## src/rtl/tube_array_timer.sv

```systemverilog
// Multi-channel drift-tube timer. Each channel latches the first count at which its delayed
// tube level is high after a trigger, then the array streams one record per channel.
// Optional macro TUBE_SYNC_EN inserts a 2-flop synchroniser ahead of each delay line.
module tube_array_timer #(
    parameter int N_TUBES  = 8,
    parameter int CNT_W    = 8,
    parameter int LOOKBACK = 8,
    parameter int WINDOW   = 255,
    localparam int PTR_W   = $clog2(N_TUBES)
) (
    input  logic               clk,
    input  logic               clr_n,
    input  logic               trig,
    input  logic [N_TUBES-1:0] tube_pin,
    output logic               busy,
    output logic               out_valid,
    input  logic               out_ready,
    output logic [PTR_W-1:0]   out_chan,
    output logic [CNT_W-1:0]   out_time,
    output logic               out_hit,
    output logic               out_last,
    output logic [1:0]         dbg_state
);

    typedef enum logic [1:0] {
        S_IDLE    = 2'd0,
        S_COUNT   = 2'd1,
        S_READOUT = 2'd2
    } state_t;

    state_t             r_state;
    state_t             w_state_next;
    logic [CNT_W-1:0]   r_cnt;
    logic [PTR_W-1:0]   r_ptr;
    logic [N_TUBES-1:0] r_hit;
    logic [CNT_W-1:0]   r_time [N_TUBES];
    logic [N_TUBES-1:0] r_dl   [LOOKBACK];
    logic [N_TUBES-1:0] w_pin;
    logic [N_TUBES-1:0] w_dly;
    logic               w_cnt_end;
    logic               w_ptr_last;

`ifdef TUBE_SYNC_EN
    logic [N_TUBES-1:0] r_sync1;
    logic [N_TUBES-1:0] r_sync2;

    always_ff @(posedge clk or negedge clr_n) begin
        if (!clr_n) begin
            r_sync1 <= '0;
            r_sync2 <= '0;
        end else begin
            r_sync1 <= tube_pin;
            r_sync2 <= r_sync1;
        end
    end

    assign w_pin = r_sync2;
`else
    assign w_pin = tube_pin;
`endif

    // Stage LOOKBACK-1 holds the pin as sampled LOOKBACK edges ago; runs in every state.
    always_ff @(posedge clk or negedge clr_n) begin
        if (!clr_n) begin
            for (int k = 0; k < LOOKBACK; k++) begin
                r_dl[k] <= '0;
            end
        end else begin
            r_dl[0] <= w_pin;
            for (int k = 1; k < LOOKBACK; k++) begin
                r_dl[k] <= r_dl[k-1];
            end
        end
    end

    assign w_dly      = r_dl[LOOKBACK-1];
    assign w_cnt_end  = (r_cnt == CNT_W'(WINDOW));
    assign w_ptr_last = (r_ptr == PTR_W'(N_TUBES - 1));

    always_ff @(posedge clk or negedge clr_n) begin
        if (!clr_n) begin
            r_state <= S_IDLE;
        end else begin
            r_state <= w_state_next;
        end
    end

    always_comb begin
        w_state_next = r_state;
        case (r_state)
            S_IDLE:    if (trig) w_state_next = S_COUNT;
            S_COUNT:   if (w_cnt_end) w_state_next = S_READOUT;
            S_READOUT: if (out_ready && w_ptr_last) w_state_next = S_IDLE;
            default:   w_state_next = S_IDLE;
        endcase
    end

    // Record fields are forced to zero outside READOUT so idle outputs stay quiet.
    always_comb begin
        busy      = (r_state != S_IDLE);
        out_valid = (r_state == S_READOUT);
        out_chan  = '0;
        out_time  = '0;
        out_hit   = 1'b0;
        out_last  = 1'b0;
        dbg_state = r_state;
        if (r_state == S_READOUT) begin
            out_chan = r_ptr;
            out_time = r_time[r_ptr];
            out_hit  = r_hit[r_ptr];
            out_last = w_ptr_last;
        end
    end

    always_ff @(posedge clk or negedge clr_n) begin
        if (!clr_n) begin
            r_cnt <= '0;
            r_ptr <= '0;
            r_hit <= '0;
            for (int i = 0; i < N_TUBES; i++) begin
                r_time[i] <= '0;
            end
        end else begin
            case (r_state)
                S_IDLE: begin
                    if (trig) begin
                        r_cnt <= '0;
                        r_ptr <= '0;
                        r_hit <= '0;
                        for (int i = 0; i < N_TUBES; i++) begin
                            r_time[i] <= '1;
                        end
                    end
                end
                S_COUNT: begin
                    for (int i = 0; i < N_TUBES; i++) begin
                        if (!r_hit[i] && w_dly[i]) begin
                            r_time[i] <= r_cnt;
                            r_hit[i]  <= 1'b1;
                        end
                    end
                    if (w_cnt_end) begin
                        r_ptr <= '0;
                    end else begin
                        r_cnt <= r_cnt + CNT_W'(1);
                    end
                end
                S_READOUT: begin
                    if (out_ready) begin
                        if (w_ptr_last) begin
                            r_ptr <= '0;
                        end else begin
                            r_ptr <= r_ptr + PTR_W'(1);
                        end
                    end
                end
                default: begin
                    r_cnt <= '0;
                    r_ptr <= '0;
                end
            endcase
        end
    end

endmodule

```

## config.mk

```make
export PLATFORM = sky130hd
export DESIGN_NAME = tube_array_timer
export DESIGN_NICKNAME = d
export VERILOG_FILES = /design/src/rtl/tube_array_timer.sv
export SDC_FILE = /design/constraint.sdc
export NUM_CORES = 1
export LEC_CHECK = 0
export ABC_AREA = 1
export BUFFER_PORTS_ARGS = -buffer_cell sky130_fd_sc_hd__buf_2
export CAP_MARGIN = 10
export CORE_MARGIN = 2
export CORE_UTILIZATION = 65
export DETAILED_ROUTE_END_ITERATION = 16
export PLACE_DENSITY = 0.95
export SLEW_MARGIN = 25
export SYNTH_ARGS = -nofsm -noshare
export SYNTH_HDL_FRONTEND = slang
export SYNTH_SLANG_ARGS = --single-unit
export TNS_END_PERCENT = 10
```

## constraint.sdc

```tcl
create_clock -name clk -period 4.35 [get_ports clk]
set_clock_uncertainty 0.05 [all_clocks]
set_input_delay 0.87 -clock clk [delete_from_list [all_inputs] [get_ports clk]]
set_output_delay 0.87 -clock clk [all_outputs]
set_load 0.02 [all_outputs]
```

==> flow_summary.toml, run 1 <==
[sta]
fin_crit_sh_pct = 82.5
worst_hold_slack_ns = 0.297
drv_slew = 0
rsz0062_at_grt = "no"
relSlewSlack_pct = 40.1
finalSetupTns_ns = 0
worstMarginPinSlew_ns = 0.898
setup_viol = 0
min_period_ns = 3.59
hold_viol = 0
max_freq_mhz = 279

[floorplanning]
core.rowCount = 34
die_area_um2 = 9720
fp.dieH_um = 98.6
start_util_pct = 67.0
boundaryPins = 29
die_w_um = 98.6
core_area_um2 = 8680

[power]
irDropWorstVdd_mv = 0.421
p_int_w = 0.00290
pwr_density_cell_nw_per_um2 = 666
leakage_nw = 3.09
p_clk_share_pct = 32.9
power_frac_comb_pct = 21.1
p_seq_share_pct = 46.0
swShare_pct = 33.3
p_sw_w = 0.00145

[clock_network]
cts_tree = "done"
cts-resized-gates = 0
hold_buffers = 0
cts.clk_slew.worst_paths_ns = 0.06
postCtsSetupBuffers = 0
cts_sinks = 149
htree_levels = 4
numCtsBuffers = 17
clk_latency_ns = 0.53
clockRootBuffer = "clkbuf_8"
clock_path_buffers = 2

[grt]
grt_pass1_wl_um = 20400
grt_max_degree = 119
first_global_vias = 4226
overflow = 0
antenna_found_initial = 0
grt_usage_pct = 27.4

[critical_path]
crit_path_start_kind = "flop"
critPathBufInv = 3
cp_slowest_stage_delay_ns = 0.65
criticalPathCategory = "flop to output pin"
required_ns = 3.43
crit_path_cell_trace = "buf_4 -> inv_1 -> o21ai_0 -> o22ai_1 -> nand2_1 -> nand2_1 -> buf_2"
end_kind = "output pin"
cpMaxStageDelayCell = "inv_1"
cp_data_arrival_time_ns = 2.67
crit_path_frequent_cell = "nand2_1"
cp_top_family = "buffers and inverters"
crit_fanout = 48

[logic_synthesis]
synth.avg_cell_area_um2 = 10.2
syn_inst = 568
yosysWarnings = 0
synthDistinctLibCells = 27
synth_nets = 583
synth_seq_area_share_pct = 64.1
synth_area_um2 = 5820
synth_seq_cells = 149

[placement]
placed_area_um2 = 5950
portBuffers = 28
place_congestion = 0.924
hpwl_um = 7620
dp_cells = 684

[cells_and_area]
final_nets = 610
area_growth_pct = 12.3
layout-drive-gt1-share_pct = 16.8
nFillCells = 519
multi_input_area_um2 = 1780
final_area_um2 = 6530
postLayoutCoreUtil_pct = 75.3
final_common_cell = "dfrtp_1"
final_cell_mix = "dfrtp_1 (149), nand2_1 (103), nor2_1 (72)"
seq_area_um2 = 3730
antennaDiodeCount = 0
instances_no_fill = 716

[worst_hold_path]
hp-class = "flop to flop"

[run_status]
status = "finished clean"

[route]
route.detailed.drc = 0
wl_um = 12300
post_drt_wl_per_cell_um = 17.2
via_per_inst = 5.91
drt-pass1-iter-count = 7
drt_iter0_drc = 306
num_vias = 4232
final_antenna_net_count = 0

[run]
timing.max_cap.violations = 0
per-stage QoR:
| step | setup WS (ns) | total power, W |
|---|---|---|
| floorplan | 1.90 | 0.00264 |
| global placement | 1.55 | 0.00281 |
| detailed placement | 1.47 | 0.00289 |
| CTS | 0.810 | 0.00435 |
| global route | 0.650 | 0.00456 |
| finish | 0.762 | 0.00435 |
registers in the layout (all words and copies together), names as in the netlist:
| name | cells |
|---|---|
| r_time | 64 |
| r_dl | 56 |
| r_cnt | 8 |
| r_hit | 8 |
| w_dly | 8 |
| r_ptr | 3 |
| dbg_state | 2 |
power by group through the flow:
stage                     clock, W  sequential (W)  combinational [W]
final                      0.00143         0.00200           0.000918
after CTS                  0.00145         0.00199           0.000909
after global routing       0.00151         0.00203            0.00103
after floorplan                  0         0.00193           0.000710
after detailed placement         0         0.00200           0.000884
after global placement           0         0.00199           0.000820
worst register-to-register path, stage by stage (launching register included):
cell     delay (ns)
dfrtp_1        0.46
inv_2          0.09
nor2_4         0.35
inv_2          0.29
nor2_2         0.45
inv_1          0.09
nand2_1        0.07
o21ai_1        0.06
final cells by class:
cell class | count | share of cell area, %
repair buffers | 30 | 2.51
multi-input cells | 359 | 27.3
inverters | 38 | 2.18
flip-flops and latches | 149 | 57.1
clock buffers | 18 | 6.40
well taps | 108 | 2.07
clock inverters | 14 | 2.49
worst paths after layout:
path | startpoint | endpoint | slack (ns) | depth (start not counted)
worst max-delay path | r_ptr[0] | out_time[5] | 0.76 | 7
worst min-delay path | r_dl[50] | r_dl[42] | 0.30 | 0
worst max register to register | dbg_state[0] | r_time[19] | 2.31 | 7
worst min register to register | r_dl[50] | r_dl[42] | 0.30 | 0
max in group asynchronous | clr_n | r_time[13] | 2.94 | 2
min in group asynchronous | clr_n | r_time[53] | 0.39 | 1
cell usage after synthesis (all sizes together):
library cell	count	area share, %
a21o	1	0.13
a21oi	46	4.0
buf	17	2.5
clkbuf	5	0.32
clkinv	1	0.064
dfrtp	149	64
ha	3	0.65
inv	37	2.4
nand2	112	7.9
nand3	13	1.6
nor2	84	6.6
o21ai	88	8.5
o21bai	1	0.13
o22ai	11	1.2
kinds of logic after synthesis:
logic type,share of synthesized area (%)
and+or+nand+nor,16.1
DFF,64.1
AOI/OAI and AO/OA,13.9
buffers and inverters,5.25
adders and majority gates,0.646
metal layers:
layer | up-vias | wire [um] | GRT usage (%)
met5 | - | 0 | 0
li1 | 1910 | - | -
met4 | 0 | 607 | 16.3
met1 | 2070 | 4720 | 33.9
met2 | 199 | 6200 | 44.6
met3 | 53 | 784 | 6.38
Power figures use the tool's default switching activity.
==> run 2: changes to the inputs <==
CORE_UTILIZATION = 54   (was 65)
PLACE_DENSITY = 0.86   (was 0.95)
clock period = 2.9 ns   (was 4.35 ns; I/O delays follow)
==> run 2 against run 1 <==
Count of clock-buffer cells in the layout is 4 higher. Global-route usage fell by 4.9 points. Highest routed layer unchanged. Flip-flop and latch count did not move.
==> flow_summary.toml, run 2 (synthesis gave the netlist of run 1 again) <==
[cells_and_area]
largest_reg_flops = 64
layout-drive-gt1-share_pct = 17.6
final_cell_mix = "dfrtp_1 (149), nand2_1 (103), nor2_1 (71)"
final_nets = 616
reg_top3 = "r_time x64, r_dl x56"
antennaDiodeCount = 0
final_common_cell = "dfrtp_1"
nFillCells = 784
area_growth_pct = 14.5
regMostFlops = "r_time"

[power]
power_frac_comb_pct = 20.6
p_int_w = 0.00447
pwr_density_cell_nw_per_um2 = 979
p_sw_w = 0.00205
swShare_pct = 31.4
p_seq_share_pct = 45.6
p_clk_share_pct = 33.8
leakage_nw = 3.13
irDropWorstVdd_mv = 0.501

[route]
route.detailed.drc = 0
via_per_inst = 5.46
num_vias = 4098
wl_met2_um = 5870
final_antenna_net_count = 0
top_layer_used = "met4"
drt-pass1-iter-count = 5
wl_met3_um = 629
drt_iter0_drc = 333
wl_um = 11900
post_drt_wl_per_cell_um = 15.8
wl_met1_um = 5040

[critical_path]
criticalPathCategory = "flop to output pin"
end_kind = "output pin"
cp_slowest_stage_delay_ns = 0.45
required_ns = 2.27
critPathBufInv = 4
crit_path_cell_trace = "inv_2 -> nand2_1 -> inv_2 -> nand2_1 -> clkinvlp_4 -> nand2_1 -> nand2_1 -> buf_2"
crit_fanout = 10
cp_top_family = "buffers and inverters"
crit_path_start_kind = "flop"
crit_path_frequent_cell = "nand2_1"
cpMaxStageDelayCell = "dfrtp_1"
cp_data_arrival_time_ns = 2.16

[sta]
setup_slack_ns = 0.107
max_freq_mhz = 358
relSlewSlack_pct = 64.8
drv_slew = 0
rsz0062_at_grt = "no"
finalSetupTns_ns = 0
setup_viol = 0
worstMarginPinSlew_ns = 0.527
min_period_ns = 2.79
fin_crit_sh_pct = 96.3
hold_viol = 0

[run_status]
status = "finished clean"

[clock_network]
cts_sinks = 149
numCtsBuffers = 17
htree_levels = 4
postCtsSetupBuffers = 0
cts_tree = "done"
cts.clk_slew.worst_paths_ns = 0.06
clockRootBuffer = "clkbuf_8"
clock_path_buffers = 2
clk_latency_ns = 0.54

[grt]
first_global_vias = 4048
antenna_found_initial = 0
grt_max_degree = 61
overflow = 0
grt_usage_pct = 22.5
grt_pass1_wl_um = 19600

[placement]
dp_slack_ns = 0.581
hpwl_um = 7550
place_congestion = 0.898
portBuffers = 28

[floorplanning]
core.rowCount = 37
die_w_um = 108
boundaryPins = 29
die_area_um2 = 11600
core_area_um2 = 10400
start_util_pct = 56.1
fp.dieH_um = 108

[worst_hold_path]
hp-class = "input pin to flop"

[run]
timing.max_cap.violations = 0
## run 2: cell count changes in the layout (fill, tap and decap cells not counted), sizes merged
cell	change
bufinv	+1
clkbuf	+3
dlygate4sd3	+1
clkinvlp	+1
clkinv	+3
inv	-9
buf	+6
## run 2: timing repair
| action | 4_1_cts | 5_1_grt |
|---|---|---|
| hold buffers | 1 | 0 |
| hold endpoints to repair | 39 | 0 |
| gates resized for setup | 0 | 3 |
| endpoints found under the setup margin | 0 | 9 |
## run 2: metrics by stage
stage	hold slack, ns	power (W)	std cells	area [um^2]	util (%)
4_1_cts	0.0852	0.00653	750	6650	64.1
3_3_place_gp	0.282	0.00421	717	6030	58.2
5_1_grt	0.0763	0.00685	750	6660	64.2
2_1_floorplan	0.234	0.00397	568	5820	-
6_report	0.0948	0.00652	750	6660	64.2
3_5_place_dp	0.285	0.00432	717	6030	58.2
## run 2: layout make-up
| class | instances | area [um^2] | share of cell area [%] |
|---|---|---|---|
| sequential | 149 | 3730 | 56.0 |
| multi-input combinational | 359 | 1780 | 26.8 |
| timing repair buffer | 36 | 221 | 3.33 |
| clock buffer | 22 | 453 | 6.80 |
| inverter | 38 | 150 | 2.26 |
| tap | 136 | 170 | 2.56 |
| clock inverter | 10 | 149 | 2.24 |
## run 2: worst register-to-register path, delay by kind of cell (launching register included)
family / cells / cell delay, ns
compound gates: 1 / 0.08
buf+inv: 3 / 0.52
flops: 1 / 0.45
simple gates: 3 / 0.81
## run 2: power by group through the flow
| stage | registers, W | logic (W) | clock network, W |
|---|---|---|---|
| finish | 0.00297 | 0.00135 | 0.00220 |
| detailed placement | 0.00299 | 0.00133 | 0 |
| global placement | 0.00296 | 0.00125 | 0 |
| global route | 0.00302 | 0.00151 | 0.00232 |
| CTS | 0.00296 | 0.00135 | 0.00222 |
| floorplan | 0.00290 | 0.00107 | 0 |
## run 2: final timing paths
check,start,to,slack [ns],cells past startpoint
max in group asynchronous,clr_n,r_time[29],1.64,3
max,dbg_state[0],out_time[1],0.11,8
min,tube_pin[1],r_dl[57],0.09,1
min in group asynchronous,clr_n,r_time[38],0.47,2
max reg2reg,dbg_state[0],r_time[16],0.87,7
min reg2reg,r_dl[23],r_dl[15],0.29,0
## run 2: metal layers
layer | vias up | global-route usage (%)
met1 | 2008 | 28.4
met3 | 27 | 5.39
met4 | 0 | 12.5
met2 | 140 | 35.7
met5 | - | 0
li1 | 1923 | -
==> run 3: changes to the inputs <==
--- a/config.mk
+++ b/config.mk
@@ -6,5 +6,4 @@
 export NUM_CORES = 1
 export LEC_CHECK = 0
-export ABC_AREA = 1
 export BUFFER_PORTS_ARGS = -buffer_cell sky130_fd_sc_hd__buf_2
 export CAP_MARGIN = 10
--- a/constraint.sdc
+++ b/constraint.sdc
@@ -3,3 +3,3 @@
 set_input_delay 0.58 -clock clk [delete_from_list [all_inputs] [get_ports clk]]
 set_output_delay 0.58 -clock clk [all_outputs]
-set_load 0.02 [all_outputs]
+set_load 0.05 [all_outputs]
==> run 3 against run 2 <==
Count of clock-buffer cells in the layout down 4. Design area is 1.1% higher. Wire length decreased by 9.1%. Core utilization rose by 0.69 points. Area after synthesis shrank 0.26%. Largest cell class unchanged. Highest routed layer unchanged.
==> flow_summary.toml, run 3 <==
[run_status]
status = "finished clean"

[placement]
portBuffers = 28
dp_cells = 525
place_congestion = 0.882
hpwl_um = 6690

[critical_path]
critPathBufInv = 2
end_kind = "output pin"
crit_path_cell_trace = "buf_12 -> mux4_2 -> a22o_1 -> buf_2"
criticalPathCategory = "flop to output pin"
cp_data_arrival_time_ns = 2.14
crit_path_start_kind = "flop"
cpMaxStageDelayCell = "mux4_2"
cp_slowest_stage_delay_ns = 0.53
cp_top_family = "multiplexers"
required_ns = 2.27
crit_fanout = 22

[floorplanning]
fp.dieH_um = 108
core.rowCount = 37
die_w_um = 108
start_util_pct = 55.9
boundaryPins = 29
core_area_um2 = 10400
die_area_um2 = 11600

[route]
via_per_inst = 5.84
wl_um = 10800
final_antenna_net_count = 0
drt_iter0_drc = 264
num_vias = 3256
post_drt_wl_per_cell_um = 19.4
drt-pass1-iter-count = 4
route.detailed.drc = 0

[grt]
grt_usage_pct = 21.1
overflow = 0
first_global_vias = 3470
grt_max_degree = 70
grt-busiest-layer = "met2"
met2_usage_pct = 33.2
met1_usage_pct = 27.7
antenna_found_initial = 0
grt_pass1_wl_um = 18200
met3_usage_pct = 5.81

[logic_synthesis]
async_flop_share_pct = 100
ys_top_cells_by_area = "dfrtp_1 (64%), mux2_2 (13%), mux4_2 (7.0%)"
synthDistinctLibCells = 42
synth_common_cells = "dfrtp_1 (149), mux2_2 (65), a22o_1 (18), mux4_2 (18), nor2b_1 (12)"
syn_inst = 364
synth_area_um2 = 5800
synth_nets = 379
synth.avg_cell_area_um2 = 15.9
synth_edf_count = 0
synth_seq_area_share_pct = 64.3
synth_seq_cells = 149
synth_top_area_share_pct = 64.3
netlist.top_cell.by_area = "dfrtp_1"
ys.flop_type = "dfrtp_1"
yosysWarnings = 0
yosysMostFrequentCell = "dfrtp_1"

[cells_and_area]
final_cell_mix = "dfrtp_1 (148), mux2_2 (65), buf_2 (27)"
largest_reg_flops = 64
final_common_cell = "dfrtp_1"
instances_no_fill = 558
nFillCells = 703
regMostFlops = "r_time"
antennaDiodeCount = 0
area_growth_pct = 16.0
reg_top3 = "r_time x64, r_dl x56"
layout-drive-gt1-share_pct = 38.9
final_nets = 424

[clock_network]
cts_sinks = 149
clk_latency_ns = 0.53
clock_path_buffers = 2
htree_levels = 4
cts_tree = "done"
numCtsBuffers = 17
cts.clk_slew.worst_paths_ns = 0.07
clockRootBuffer = "clkbuf_8"
postCtsSetupBuffers = 0

[sta]
max_freq_mhz = 361
drv_slew = 0
relSlewSlack_pct = 51.4
worstMarginPinSlew_ns = 0.728
min_period_ns = 2.77
fin_crit_sh_pct = 95.6
hold_viol = 0
rsz0062_at_grt = "no"
setup_viol = 0
finalSetupTns_ns = 0

[run]
timing.max_cap.violations = 0

[worst_hold_path]
hp-class = "input pin to flop"

[power]
leakage_nw = 2.96
pwr_density_cell_nw_per_um2 = 929
power_w = 0.00625
irDropWorstVdd_mv = 0.648
run 3: cell count changes after synthesis, moves of 30 or more:
cell | previous run | this run
a21oi_1 | 46 | 3
inv_1 | 34 | 4
nor2_1 | 72 | 1
nand2_1 | 103 | 10
mux2_2 | 0 | 65
o21ai_0 | 56 | 5
run 3: repair_timing:
item                       in CTS  in global routing
setup endpoints to repair      10                  9
hold buffers                    1                  0
hold endpoints to repair       57                  0
gates resized for setup         1                  1
run 3: metrics by stage:
stage	setup slack (ns)	utilization, %	instance area, um^2	hold slack [ns]
after floorplan	0.109	-	5800	0.234
after global placement	0.467	59.3	6150	0.283
after detailed placement	0.422	59.3	6150	0.286
after CTS	0.0168	64.9	6730	0.0882
after global routing	0.0635	64.9	6730	0.0792
final	0.126	64.9	6730	0.107
run 3: final cells by class:
class	count	area [um^2]	area share [%]
Clock inverter	14	141	2.10
Multi-Input combinational cell	198	1990	29.5
Inverter	4	15.0	0.223
Timing Repair Buffer	39	256	3.81
Tap cell	136	170	2.53
Clock buffer	18	428	6.36
Sequential cell	149	3730	55.4
run 3: logic make-up (layout without fill, tap and decap cells):
logic type	count (synthesis)	count (layout)	share of synthesized area, %
muxes	83	83	19.6
adders and majority gates	3	3	0.647
and+or+nand+nor	59	59	6.13
DFF	149	149	64.3
buffers and inverters	17	75	1.49
AOI/OAI and AO/OA	53	53	7.85
run 3: final timing paths:
check	depth (start not counted)	endpoint	slack, ns	startpoint
worst max register to register	3	r_time[41]	0.73	dbg_state[0]
worst max-delay path	4	out_time[2]	0.13	r_ptr[0]
max in group asynchronous	3	r_time[55]	1.53	clr_n
min in group asynchronous	2	dbg_state[1]	0.54	clr_n
worst min-delay path	1	r_dl[56]	0.11	tube_pin[0]
worst min register to register	0	r_dl[31]	0.29	r_dl[39]
run 3: per-layer routing:
metal  routed length [um]  vias up
met5                    0        -
met4                  221        0
met3                  609       22
met2                 5340       97
met1                 4630     1702
li1                     -     1435
run 3: where the power goes:
part	internal, W	switching [W]
logic	0.000714	0.000524
registers	0.00260	0.000324
clock network	0.00119	0.000905
run 3: worst register-to-register path: cells and delay by family (launching register included):
kind,cells,cell delay [ns]
muxes,1,0.42
AOI/OAI and AO/OA,1,0.69
and+or+nand+nor,1,0.49
DFF,1,0.41
